`src/rtl/mips_pkg.sv`:
```
// Shared fetch-path types: word width, PC increment, fetch-state encoding and
// the prefetch queue entry.
package mips_pkg;

   localparam int unsigned WORD_W = 32;
   localparam logic [WORD_W-1:0] PC_INC = 32'd4;

   typedef enum logic [1:0] {
      FS_IDLE    = 2'd0,
      FS_REQ     = 2'd1,
      FS_DISCARD = 2'd2,
      FS_ERR     = 2'd3
   } fetch_state_e;

   typedef struct packed {
      logic [WORD_W-1:0] instr;
      logic [WORD_W-1:0] pcplus4;
   } ifq_entry_t;

   // Fetch addresses are always word aligned; the low two bits are dropped.
   function automatic logic [WORD_W-1:0] word_align(input logic [WORD_W-1:0] addr);
      return {addr[WORD_W-1:2], 2'b00};
   endfunction

endpackage

```
`src/rtl/fetch_fifo.sv`:
```
// DEPTH-entry circular buffer holding fetched {instr, pcplus4} pairs.
// Flush (and reset) empties the buffer and rewinds both pointers.
module fetch_fifo
   import mips_pkg::*;
#(
   parameter  int unsigned DEPTH = 4,
   localparam int unsigned PTR_W = (DEPTH > 1) ? $clog2(DEPTH) : 1,
   localparam int unsigned CNT_W = $clog2(DEPTH) + 1
) (
   input  logic             clk,
   input  logic             rst,
   input  logic             push,
   input  logic             pop,
   input  logic             flush,
   input  ifq_entry_t       push_data,
   output ifq_entry_t       head,
   output logic [CNT_W-1:0] count
);

   ifq_entry_t       mem [DEPTH];
   logic [PTR_W-1:0] rd_ptr;
   logic [PTR_W-1:0] wr_ptr;

   // Pointers wrap naturally because DEPTH is a power of two.
   always_ff @(posedge clk) begin
      if (rst || flush) begin
         rd_ptr <= '0;
         wr_ptr <= '0;
         count  <= '0;
      end else begin
         if (push) wr_ptr <= wr_ptr + PTR_W'(1);
         if (pop)  rd_ptr <= rd_ptr + PTR_W'(1);
         count <= count + CNT_W'(push) - CNT_W'(pop);
      end
   end

   always_ff @(posedge clk) begin
      if (push && !flush && !rst) mem[wr_ptr] <= push_data;
   end

   assign head = mem[rd_ptr];

endmodule

```
`src/rtl/instr_fetch_queue.sv`:
```
// Instruction fetch unit with a small prefetch queue, redirect/discard handling
// and imem timeout detection. Define IFQ_STATS_EN to add stall/flush counters.
module instr_fetch_queue
   import mips_pkg::*;
#(
   parameter int unsigned DEPTH    = 4,
   parameter int unsigned WAIT_MAX = 15
) (
   input  logic              clk,
   input  logic              rst,
   input  logic [WORD_W-1:0] start_pc,
   output logic              imem_req,
   output logic [WORD_W-1:0] imem_addr,
   input  logic              imem_ack,
   input  logic [WORD_W-1:0] imem_rdata,
   input  logic              redirect,
   input  logic [WORD_W-1:0] redirect_pc,
   input  logic              id_ready,
   output logic              id_valid,
   output logic [WORD_W-1:0] id_instr,
   output logic [WORD_W-1:0] id_pcplus4,
   output logic              fetch_err
`ifdef IFQ_STATS_EN
   ,
   output logic [31:0]       stall_cycles,
   output logic [15:0]       flush_count
`endif
);

   localparam int unsigned CNT_W  = $clog2(DEPTH) + 1;
   localparam int unsigned WAIT_W = 4;

   localparam logic [1:0] S_IDLE    = FS_IDLE;
   localparam logic [1:0] S_REQ     = FS_REQ;
   localparam logic [1:0] S_DISCARD = FS_DISCARD;
   localparam logic [1:0] S_ERR     = FS_ERR;

   logic [1:0]        state, state_next;
   logic [WORD_W-1:0] pc, pc_next;
   logic [WORD_W-1:0] disc_addr, disc_addr_next;
   logic [WAIT_W-1:0] wait_cnt, wait_next;
   logic              err_next;
   logic              push, pop, flush;
   ifq_entry_t        push_data;
   ifq_entry_t        head;
   logic [CNT_W-1:0]  count;
   logic              timeout;

   fetch_fifo #(.DEPTH(DEPTH)) u_fifo (
      .clk       (clk),
      .rst       (rst),
      .push      (push),
      .pop       (pop),
      .flush     (flush),
      .push_data (push_data),
      .head      (head),
      .count     (count)
   );

   always_ff @(posedge clk) begin
      if (rst) begin
         state     <= S_IDLE;
         pc        <= word_align(start_pc);
         disc_addr <= '0;
         wait_cnt  <= '0;
         fetch_err <= 1'b0;
      end else begin
         state     <= state_next;
         pc        <= pc_next;
         disc_addr <= disc_addr_next;
         wait_cnt  <= wait_next;
         fetch_err <= err_next;
      end
   end

   assign timeout = !imem_ack && (wait_cnt == WAIT_W'(WAIT_MAX));

   // Next-state, queue control and fetch address update.
   always_comb begin
      state_next        = state;
      pc_next           = pc;
      disc_addr_next    = disc_addr;
      wait_next         = wait_cnt;
      err_next          = fetch_err;
      push              = 1'b0;
      flush             = 1'b0;
      pop               = id_valid && id_ready && !redirect && (state != S_ERR);
      push_data.instr   = imem_rdata;
      push_data.pcplus4 = pc + PC_INC;
      case (state)
         S_IDLE: begin
            wait_next = '0;
            if (redirect) begin
               flush      = 1'b1;
               pc_next    = word_align(redirect_pc);
               state_next = S_REQ;
            end else if (count < CNT_W'(DEPTH)) begin
               state_next = S_REQ;
            end
         end
         S_REQ: begin
            if (imem_ack) begin
               wait_next = '0;
               if (redirect) begin
                  flush   = 1'b1;
                  pc_next = word_align(redirect_pc);
               end else begin
                  push    = 1'b1;
                  pc_next = pc + PC_INC;
                  // Keep issuing only if the slot just filled leaves room.
                  if (!(pop || (count < CNT_W'(DEPTH - 1)))) state_next = S_IDLE;
               end
            end else if (timeout) begin
               flush      = 1'b1;
               err_next   = 1'b1;
               state_next = S_ERR;
            end else begin
               wait_next = wait_cnt + WAIT_W'(1);
               if (redirect) begin
                  flush          = 1'b1;
                  disc_addr_next = pc;
                  pc_next        = word_align(redirect_pc);
                  state_next     = S_DISCARD;
               end
            end
         end
         S_DISCARD: begin
            if (redirect) begin
               flush   = 1'b1;
               pc_next = word_align(redirect_pc);
            end
            if (imem_ack) begin
               wait_next  = '0;
               state_next = S_REQ;
            end else if (timeout) begin
               flush      = 1'b1;
               err_next   = 1'b1;
               state_next = S_ERR;
            end else begin
               wait_next = wait_cnt + WAIT_W'(1);
            end
         end
         default: begin
            pop = 1'b0;
         end
      endcase
   end

   assign imem_req   = (state == S_REQ) || (state == S_DISCARD);
   assign imem_addr  = (state == S_DISCARD) ? disc_addr : pc;
   assign id_valid   = (count != '0);
   assign id_instr   = id_valid ? head.instr   : '0;
   assign id_pcplus4 = id_valid ? head.pcplus4 : '0;

`ifdef IFQ_STATS_EN
   // Saturating observability counters.
   always_ff @(posedge clk) begin
      if (rst) begin
         stall_cycles <= '0;
         flush_count  <= '0;
      end else begin
         if (id_valid && !id_ready && (stall_cycles != '1))
            stall_cycles <= stall_cycles + 32'd1;
         if (redirect && (state != S_ERR) && (flush_count != '1))
            flush_count <= flush_count + 16'd1;
      end
   end
`endif

endmodule

```
`config.mk`:
```
export PLATFORM = sky130hd
export DESIGN_NAME = instr_fetch_queue
export DESIGN_NICKNAME = d
export VERILOG_FILES = /design/src/rtl/mips_pkg.sv /design/src/rtl/fetch_fifo.sv /design/src/rtl/instr_fetch_queue.sv
export SDC_FILE = /design/constraint.sdc
export NUM_CORES = 1
export LEC_CHECK = 0
export BUFFER_PORTS_ARGS = -buffer_cell sky130_fd_sc_hd__buf_2
export CORE_MARGIN = 10
export CORE_UTILIZATION = 55
export CTS_CLUSTER_DIAMETER = 100
export DETAILED_ROUTE_END_ITERATION = 10
export PLACE_DENSITY = 0.77
export RECOVER_POWER = 100
export SLEW_MARGIN = 5
export SYNTH_ARGS = -nofsm -noshare
export SYNTH_HDL_FRONTEND = slang
export SYNTH_SLANG_ARGS = --single-unit
```
`constraint.sdc`:
```
create_clock -name clk -period 3.8 [get_ports clk]
set_clock_uncertainty 0.05 [all_clocks]
set_input_delay 0.57 -clock clk [delete_from_list [all_inputs] [get_ports clk]]
set_output_delay 0.57 -clock clk [all_outputs]
set_load 0.1 [all_outputs]
```
* After elaboration in Yosys (flattened, before gate mapping)
Memories as Yosys holds them, arrays and structs flattened. A register that Yosys moved wholly into a read port is not among the register bits. Index checks and enable logic that the tools add are counted.
Cells by class: multiplexer cells 34, order comparisons 2, bitwise operators 2, reduce and logical (&&, ||, !) cells 28, add/subtract/negate cells 6, equality and inequality tests 12
Operator list (count):
- $mux W32 | 8
- $pmux W32 S2 | 1
- $add A32 B3 Y32 const B | 1
- $mux W2 | 11
- $ne A3 B3 Y1 const B | 6
- $mux W1 | 9
- $reduce_bool A3 Y1 | 3
- $mux W4 | 2
- $ne A4 B4 Y1 const B | 2
- $pmux W4 S2 | 1
- $logic_and A1 B1 Y1 | 6
- $pmux W2 S3 | 1
- $reduce_and A2 Y1 | 3
- $reduce_and A6 Y1 | 1
- $add A2 B1 Y2 const B | 2
- $add A4 B1 Y4 const B | 1
- $eq A4 B4 Y1 const B | 1
- $logic_not A1 Y1 | 4
- $reduce_and A4 Y1 | 1
- $reduce_bool A2 Y1 | 2
- $reduce_or A2 Y1 | 2
- $add A3 B1 Y3 | 1
- $logic_or A1 B1 Y1 | 3
- $lt A3 B2 Y1 const B | 1
- other kinds (10) | 11
Storage, ports and cells: register bits 78, memories kept 1, output and inout bits 99, input bits 101, word-level logic and storage cells 94, memory bits (writable) 256
Memory list:
- u_fifo.mem | words 4, bits a word 64, read ports 1, clocked after Yosys merged registers in 1, wr ports 1, line fetch_fifo.sv:20 | ifq_entry_t mem [DEPTH];

* Depth between registers and ports, before layout
depth after elaboration 10, gate-level depth with buffers 10

* Hierarchy
Synthesis repeated with hierarchy kept, for this count alone.
Second synthesis, totals: cells, all modules 1022, area, all modules 14906.8 µm²
Modules (own cells, without submodules):
- fetch_fifo | sequential area each 7867.5 µm², instances 1, area an instance 9751.9 µm², cells each 377
- instr_fetch_queue | sequential area each 1721.7 µm², instances 1, area an instance 5154.9 µm², cells each 645

* Worst setup path after synthesis
OpenSTA, ideal clock, no wires.
path type flip-flop to flip-flop, start point register state[0], end point memory u_fifo.mem[0][0] in the netlist's numbering, enable pin, slack -0.049 ns, clock period less this slack 3.849 ns, stages on the path, launching flop included 7, data required time 3.321 ns, buffers on the path 0, setup time 0.429 ns, arrival 3.370 ns, path through dfxtp_1 > inv_1 > ha_1 > nand2b_1 > o22a_1 > o21a_1 > and3_1
Between the ends: longest elaborated chain between the ends 8, elaborated cells between the ends (all ways) 11, those cells by class eq/ne (2); mux (4); reduce/logical (5)
RTL lines:
- from (decl) | line instr_fetch_queue.sv:38 | logic [1:0] state, state_next;
- from (signal assigned) | line instr_fetch_queue.sv:68 | state <= state_next;
- $eq A2 B1 Y1 / $eq A2 B2 Y1 (equally long branches) | line instr_fetch_queue.sv:90 | case (state)
- $reduce_or A2 Y1 (no source line)
- $pmux W1 S2 | line instr_fetch_queue.sv:90
- $logic_not A1 Y1 | line fetch_fifo.sv:38 | if (push && !flush && !rst) mem[wr_ptr] <= push_data;
- $logic_and A1 B1 Y1 (*) (2 in a row) | line fetch_fifo.sv:38
- $mux W1 (*) | line fetch_fifo.sv:38
- $mux W1 (implied by the code) (*) | line fetch_fifo.sv:38
- to (decl) | line fetch_fifo.sv:20
Mark *: on every way between the ends. The rest lies on a longest branch, timed or not.

* Worst setup path after layout
start point register pc[10], end point register pc[31] (data pin)
Between the ends: longest elaborated chain between the ends 5
RTL lines:
- from (decl) | line instr_fetch_queue.sv:39 | logic [WORD_W-1:0] pc, pc_next;
- from (signal assigned) | line instr_fetch_queue.sv:63 | pc <= word_align(start_pc);
- from (signal assigned) | line instr_fetch_queue.sv:69 | pc <= pc_next;
- $add A32 B3 Y32 | line instr_fetch_queue.sv:109 | pc_next = pc + PC_INC;
- $mux W32 | line instr_fetch_queue.sv:104 | if (redirect) begin
- $mux W32 | line instr_fetch_queue.sv:102 | if (imem_ack) begin
- $pmux W32 S2 | line instr_fetch_queue.sv:90
- $mux W32 | line instr_fetch_queue.sv:61 | if (rst) begin
No other way between the ends. A chain may end at the register's enable or synchronous reset.

==> impl_metrics.toml <==
[status]
status = "finished, violations left"
failed_checks = "capacitance limit, slew limit"

[timing]
finalSetupTns_ns = 0
maxSlewViolCount = 37
final-hold-violation-count = 0
timing.final.crit_share_pct = 91.87
layout_setup_ws_ns = 0.3089
worst_hold_slack_ns = 0.2820
worstMarginPinSlew_ns = 1.627
time_the_final_worst_path_needs_with_i_o_delays_and_setup_ns = 3.491
max_clock_freq_mhz = 286.4
slew_headroom_pct = -9.488
setup_viol = 0
rsz0062_at_grt = "no"

[yosys]
postSynthRegisterBits = 336
synth_top_flop_cell = "sky130_fd_sc_hd__edfxtp_1"
share_of_the_synthesized_area_in_the_top_cell_type_pct = 58.19
synth-edff-count = 286
synthArstFlopShare_pct = 0
synthesis.nets = 1130
syn-mean-instance-area_um2 = 14.56
yosys_warnings = 0
synth.yosys.seq_area_share_pct = 64.97
post_synthesis_cell_type_with_the_largest_combined_area = "sky130_fd_sc_hd__edfxtp_1"
post_synth_instance_area_um2 = 14760
yosys.cell_types.count = 56
top_count_cell_post_synth = "sky130_fd_sc_hd__edfxtp_1"
synth_cells = 1014
ys_top_cells_by_area = "sky130_fd_sc_hd__edfxtp_1, sky130_fd_sc_hd__mux4_2, sky130_fd_sc_hd__dfxtp_1"
synth.top_cells.by_count = "sky130_fd_sc_hd__edfxtp_1, sky130_fd_sc_hd__nand2_1, sky130_fd_sc_hd__and2_1"

[global_routing]
grt-ovfl-total = 0
grt_antenna_before_repair = 1
grtUsageTotal_pct = 19.68
vias_in_the_first_global_route = 9199
maximum_number_of_pins_on_one_net_before_global_route_repair = 92
grt_pass1_wl_um = 52530

[clock_network]
tritoncts_clock_tree = "done"
count_of_clock_tree_sinks = 336
numCtsBuffers = 35
htree_num_levels = 2
post_cts_buffers = 0
cts.path.max_buffers = 3
cts_hold_repair.buffers = 0
cts_resized = 0
worst_skew_pair.late_latency_ns = 0.50
clk_pin_slew_worst_paths_ns = 0.06
ctsRootBufferMaster = "sky130_fd_sc_hd__clkbuf_16"

[min_path]
worst_hold_path.num_cells = 1
holdPathEnd = "u_fifo.mem[3][37]$_DFFE_PP_"
holdCritPathClass = "input port to flip-flop"
hold_start = "imem_rdata[5]"

[place]
gp_congestion = 0.8471
dp_hpwl_um = 22240
placed_cell_area_um2 = 16050
port-buffer-count = 195
dp_slack_ns = 0.8600
place.detailed.instances = 1489

[final_layout]
finish.instance_area_um2 = 16970
area.growth.synth_to_final_pct = 15.01
number_of_nets_in_the_finished_design = 1307
layout.cells.non_filler = 1550
final_layout_size_suffix_gt1_share_pct = 27.18
num-fill-cells = 1950

[pwr]
power-per-cell-area_nw_per_um2 = 588.3
power.clock.fraction_pct = 31.1
leakage_nw = 5.933
ir_worst_vdd_v = 0.0004231
total_switching_power_mw = 3.402
combinationalPowerShare_pct = 23.9
p_int_mw = 6.583
power.switching_fraction_pct = 34.07
seqPwrFrac_pct = 45.0

[critical_path]
cp.arrival_ns = 3.68
crit_path_start_kind = "flip-flop"
timing.rr.end = "pc[31]$_DFFE_PP_"
critical_path.endpoint_type = "flip-flop"
ff2ff_setup_slack_ns = 0.31
timing.critical_path.required_ns = 3.99
timing.setup.critical_path_class = "flip-flop to flip-flop"
timing.critical_path.fanout_max = 10
timing.rr.start = "pc[10]$_DFFE_PP_"
reg2reg_depth = 5

[routing]
wl_per_cell_um = 21.55
drc = 0
number_of_vias_after_detailed_routing = 9100
drt-vias-per-instance = 5.871
drt.antenna.violating_nets = 0
wirelength_um = 33410
drt-pass1-iter-count = 7
detailedRoute.firstIterationViolations = 737

[floorplan]
floorplan.core_area_um2 = 26210
top_level_ports = 200
fp.dieH_um = 183.8
std_cell_rows = 59
die_width_um = 183.8
fp.dieArea_um2 = 33790
floorplan.initialDensity_pct = 56.32

[job]
max_cap_violation_count = 2
==> cell families (layout without fill, tap and decap cells) <==
family | Yosys count | count (layout) | share of synthesized area (%)
flip-flops | 336 | 336 | 64.97
AND/OR/NAND/NOR | 295 | 295 | 10.32
AO/OA/AOI/OAI | 126 | 126 | 5.019
multiplexers | 110 | 110 | 13.14
buffers and inverters | 89 | 289 | 2.679
XOR/XNOR | 43 | 43 | 2.552
adder cells (fa/ha/maj) | 15 | 15 | 1.323
other | 0 | 1 | 0
==> power groups by stage <==
| stage | logic (mW) | registers [mW] | clock network, mW |
|---|---|---|---|
| 2_1_floorplan | 2.03 | 4.42 | 0 |
| 3_3_place_gp | 2.37 | 4.55 | 0 |
| 3_5_place_dp | 2.40 | 4.56 | 0 |
| 4_1_cts | 2.41 | 4.48 | 3.18 |
| 5_1_grt | 2.52 | 4.52 | 3.30 |
| 6_report | 2.38 | 4.49 | 3.11 |
==> worst max-delay path, cell delays in order (launching register included) <==
cell and delay (ns):
sky130_fd_sc_hd__edfxtp_1 0.64, sky130_fd_sc_hd__nand4_4 0.19, sky130_fd_sc_hd__nor4_1 1.36, sky130_fd_sc_hd__nand4_2 0.36, sky130_fd_sc_hd__and3_1 0.31, sky130_fd_sc_hd__or3_1 0.33
==> per-layer routing <==
layer	vias to the layer above	share of wire [%]	global-route usage, %
met5	-	0	0
met2	369	47	31.08
met3	60	7.9	4.328
met4	0	2.2	5.310
li1	4156	-	-
met1	4515	43	27.11
==> worst max path at each step <==
stage | from | endpoint | cells after the start
6_report | pc[10]$_DFFE_PP_ | pc[31]$_DFFE_PP_ | 5
5_1_grt | u_fifo.count[0]$_SDFF_PP0_ | id_pcplus4[12] | 4
4_1_cts | state[0]$_SDFFE_PP0P_ | imem_addr[29] | 4
3_5_place_dp | state[0]$_SDFFE_PP0P_ | pc[31]$_DFFE_PP_ | 7
3_3_place_gp | state[0]$_SDFFE_PP0P_ | pc[31]$_DFFE_PP_ | 7
2_1_floorplan | state[0]$_SDFFE_PP0P_ | imem_addr[13] | 5
==> per-stage QoR <==
stage	power (mW)	util, %
floorplan	6.454	-
global placement	6.922	61.26
detailed placement	6.965	61.26
CTS	10.07	65.20
global route	10.34	64.76
finish	9.985	64.77
==> flip-flops by register name, summed over array words and instances (netlist names), named ones only <==
| signal | flops |
|---|---|
| wait_cnt | 4 |
| state | 2 |
| pc | 32 |
| fetch_err | 1 |
| u_fifo.wr_ptr | 2 |
| disc_addr | 32 |
| u_fifo.count | 3 |
| u_fifo.rd_ptr | 2 |
| u_fifo.mem | 256 |
==> cell usage in the layout, fill, tap and decap left out, types with 4 or more instances in the layout <==
cell type                     n
sky130_fd_sc_hd__a22oi_1      6
sky130_fd_sc_hd__clkbuf_16   35
sky130_fd_sc_hd__clkbuf_2    70
sky130_fd_sc_hd__a21o_1       7
sky130_fd_sc_hd__buf_12       5
sky130_fd_sc_hd__nand2_1    112
sky130_fd_sc_hd__nand3_1     21
sky130_fd_sc_hd__a21oi_1     62
sky130_fd_sc_hd__mux2i_1     16
sky130_fd_sc_hd__clkinv_2     4
sky130_fd_sc_hd__and2_1      58
sky130_fd_sc_hd__nand2b_1     5
sky130_fd_sc_hd__clkinv_1     5
sky130_fd_sc_hd__o31a_1       7
sky130_fd_sc_hd__xor2_1      13
sky130_fd_sc_hd__o21ai_0     24
sky130_fd_sc_hd__buf_4        5
sky130_fd_sc_hd__inv_1       17
sky130_fd_sc_hd__buf_2       93
sky130_fd_sc_hd__nor4_1       4
sky130_fd_sc_hd__ha_1        13
sky130_fd_sc_hd__nor3_1       8
sky130_fd_sc_hd__edfxtp_1   286
sky130_fd_sc_hd__xnor2_1     30
sky130_fd_sc_hd__clkbuf_1    49
sky130_fd_sc_hd__a31oi_1      5
sky130_fd_sc_hd__nand4_1     12
sky130_fd_sc_hd__and2_0      13
sky130_fd_sc_hd__mux2_2      30
sky130_fd_sc_hd__mux4_2      64
sky130_fd_sc_hd__and3_1      13
sky130_fd_sc_hd__nor2_1      28
sky130_fd_sc_hd__dfxtp_1     48
==> final cells by class <==
type                    count  area, um^2  area share (%)
clock buffers              47       940.9           5.543
clock inverters            13       92.59          0.5455
flip-flops and latches    336        9594           56.52
repair buffers            212        1100           6.479
well taps                 335       419.2           2.469
multi-input cells         589        4761           28.05
inverters                  17       63.81          0.3759
diodes                      1       2.502         0.01474
Power figures use the tool's default switching activity.
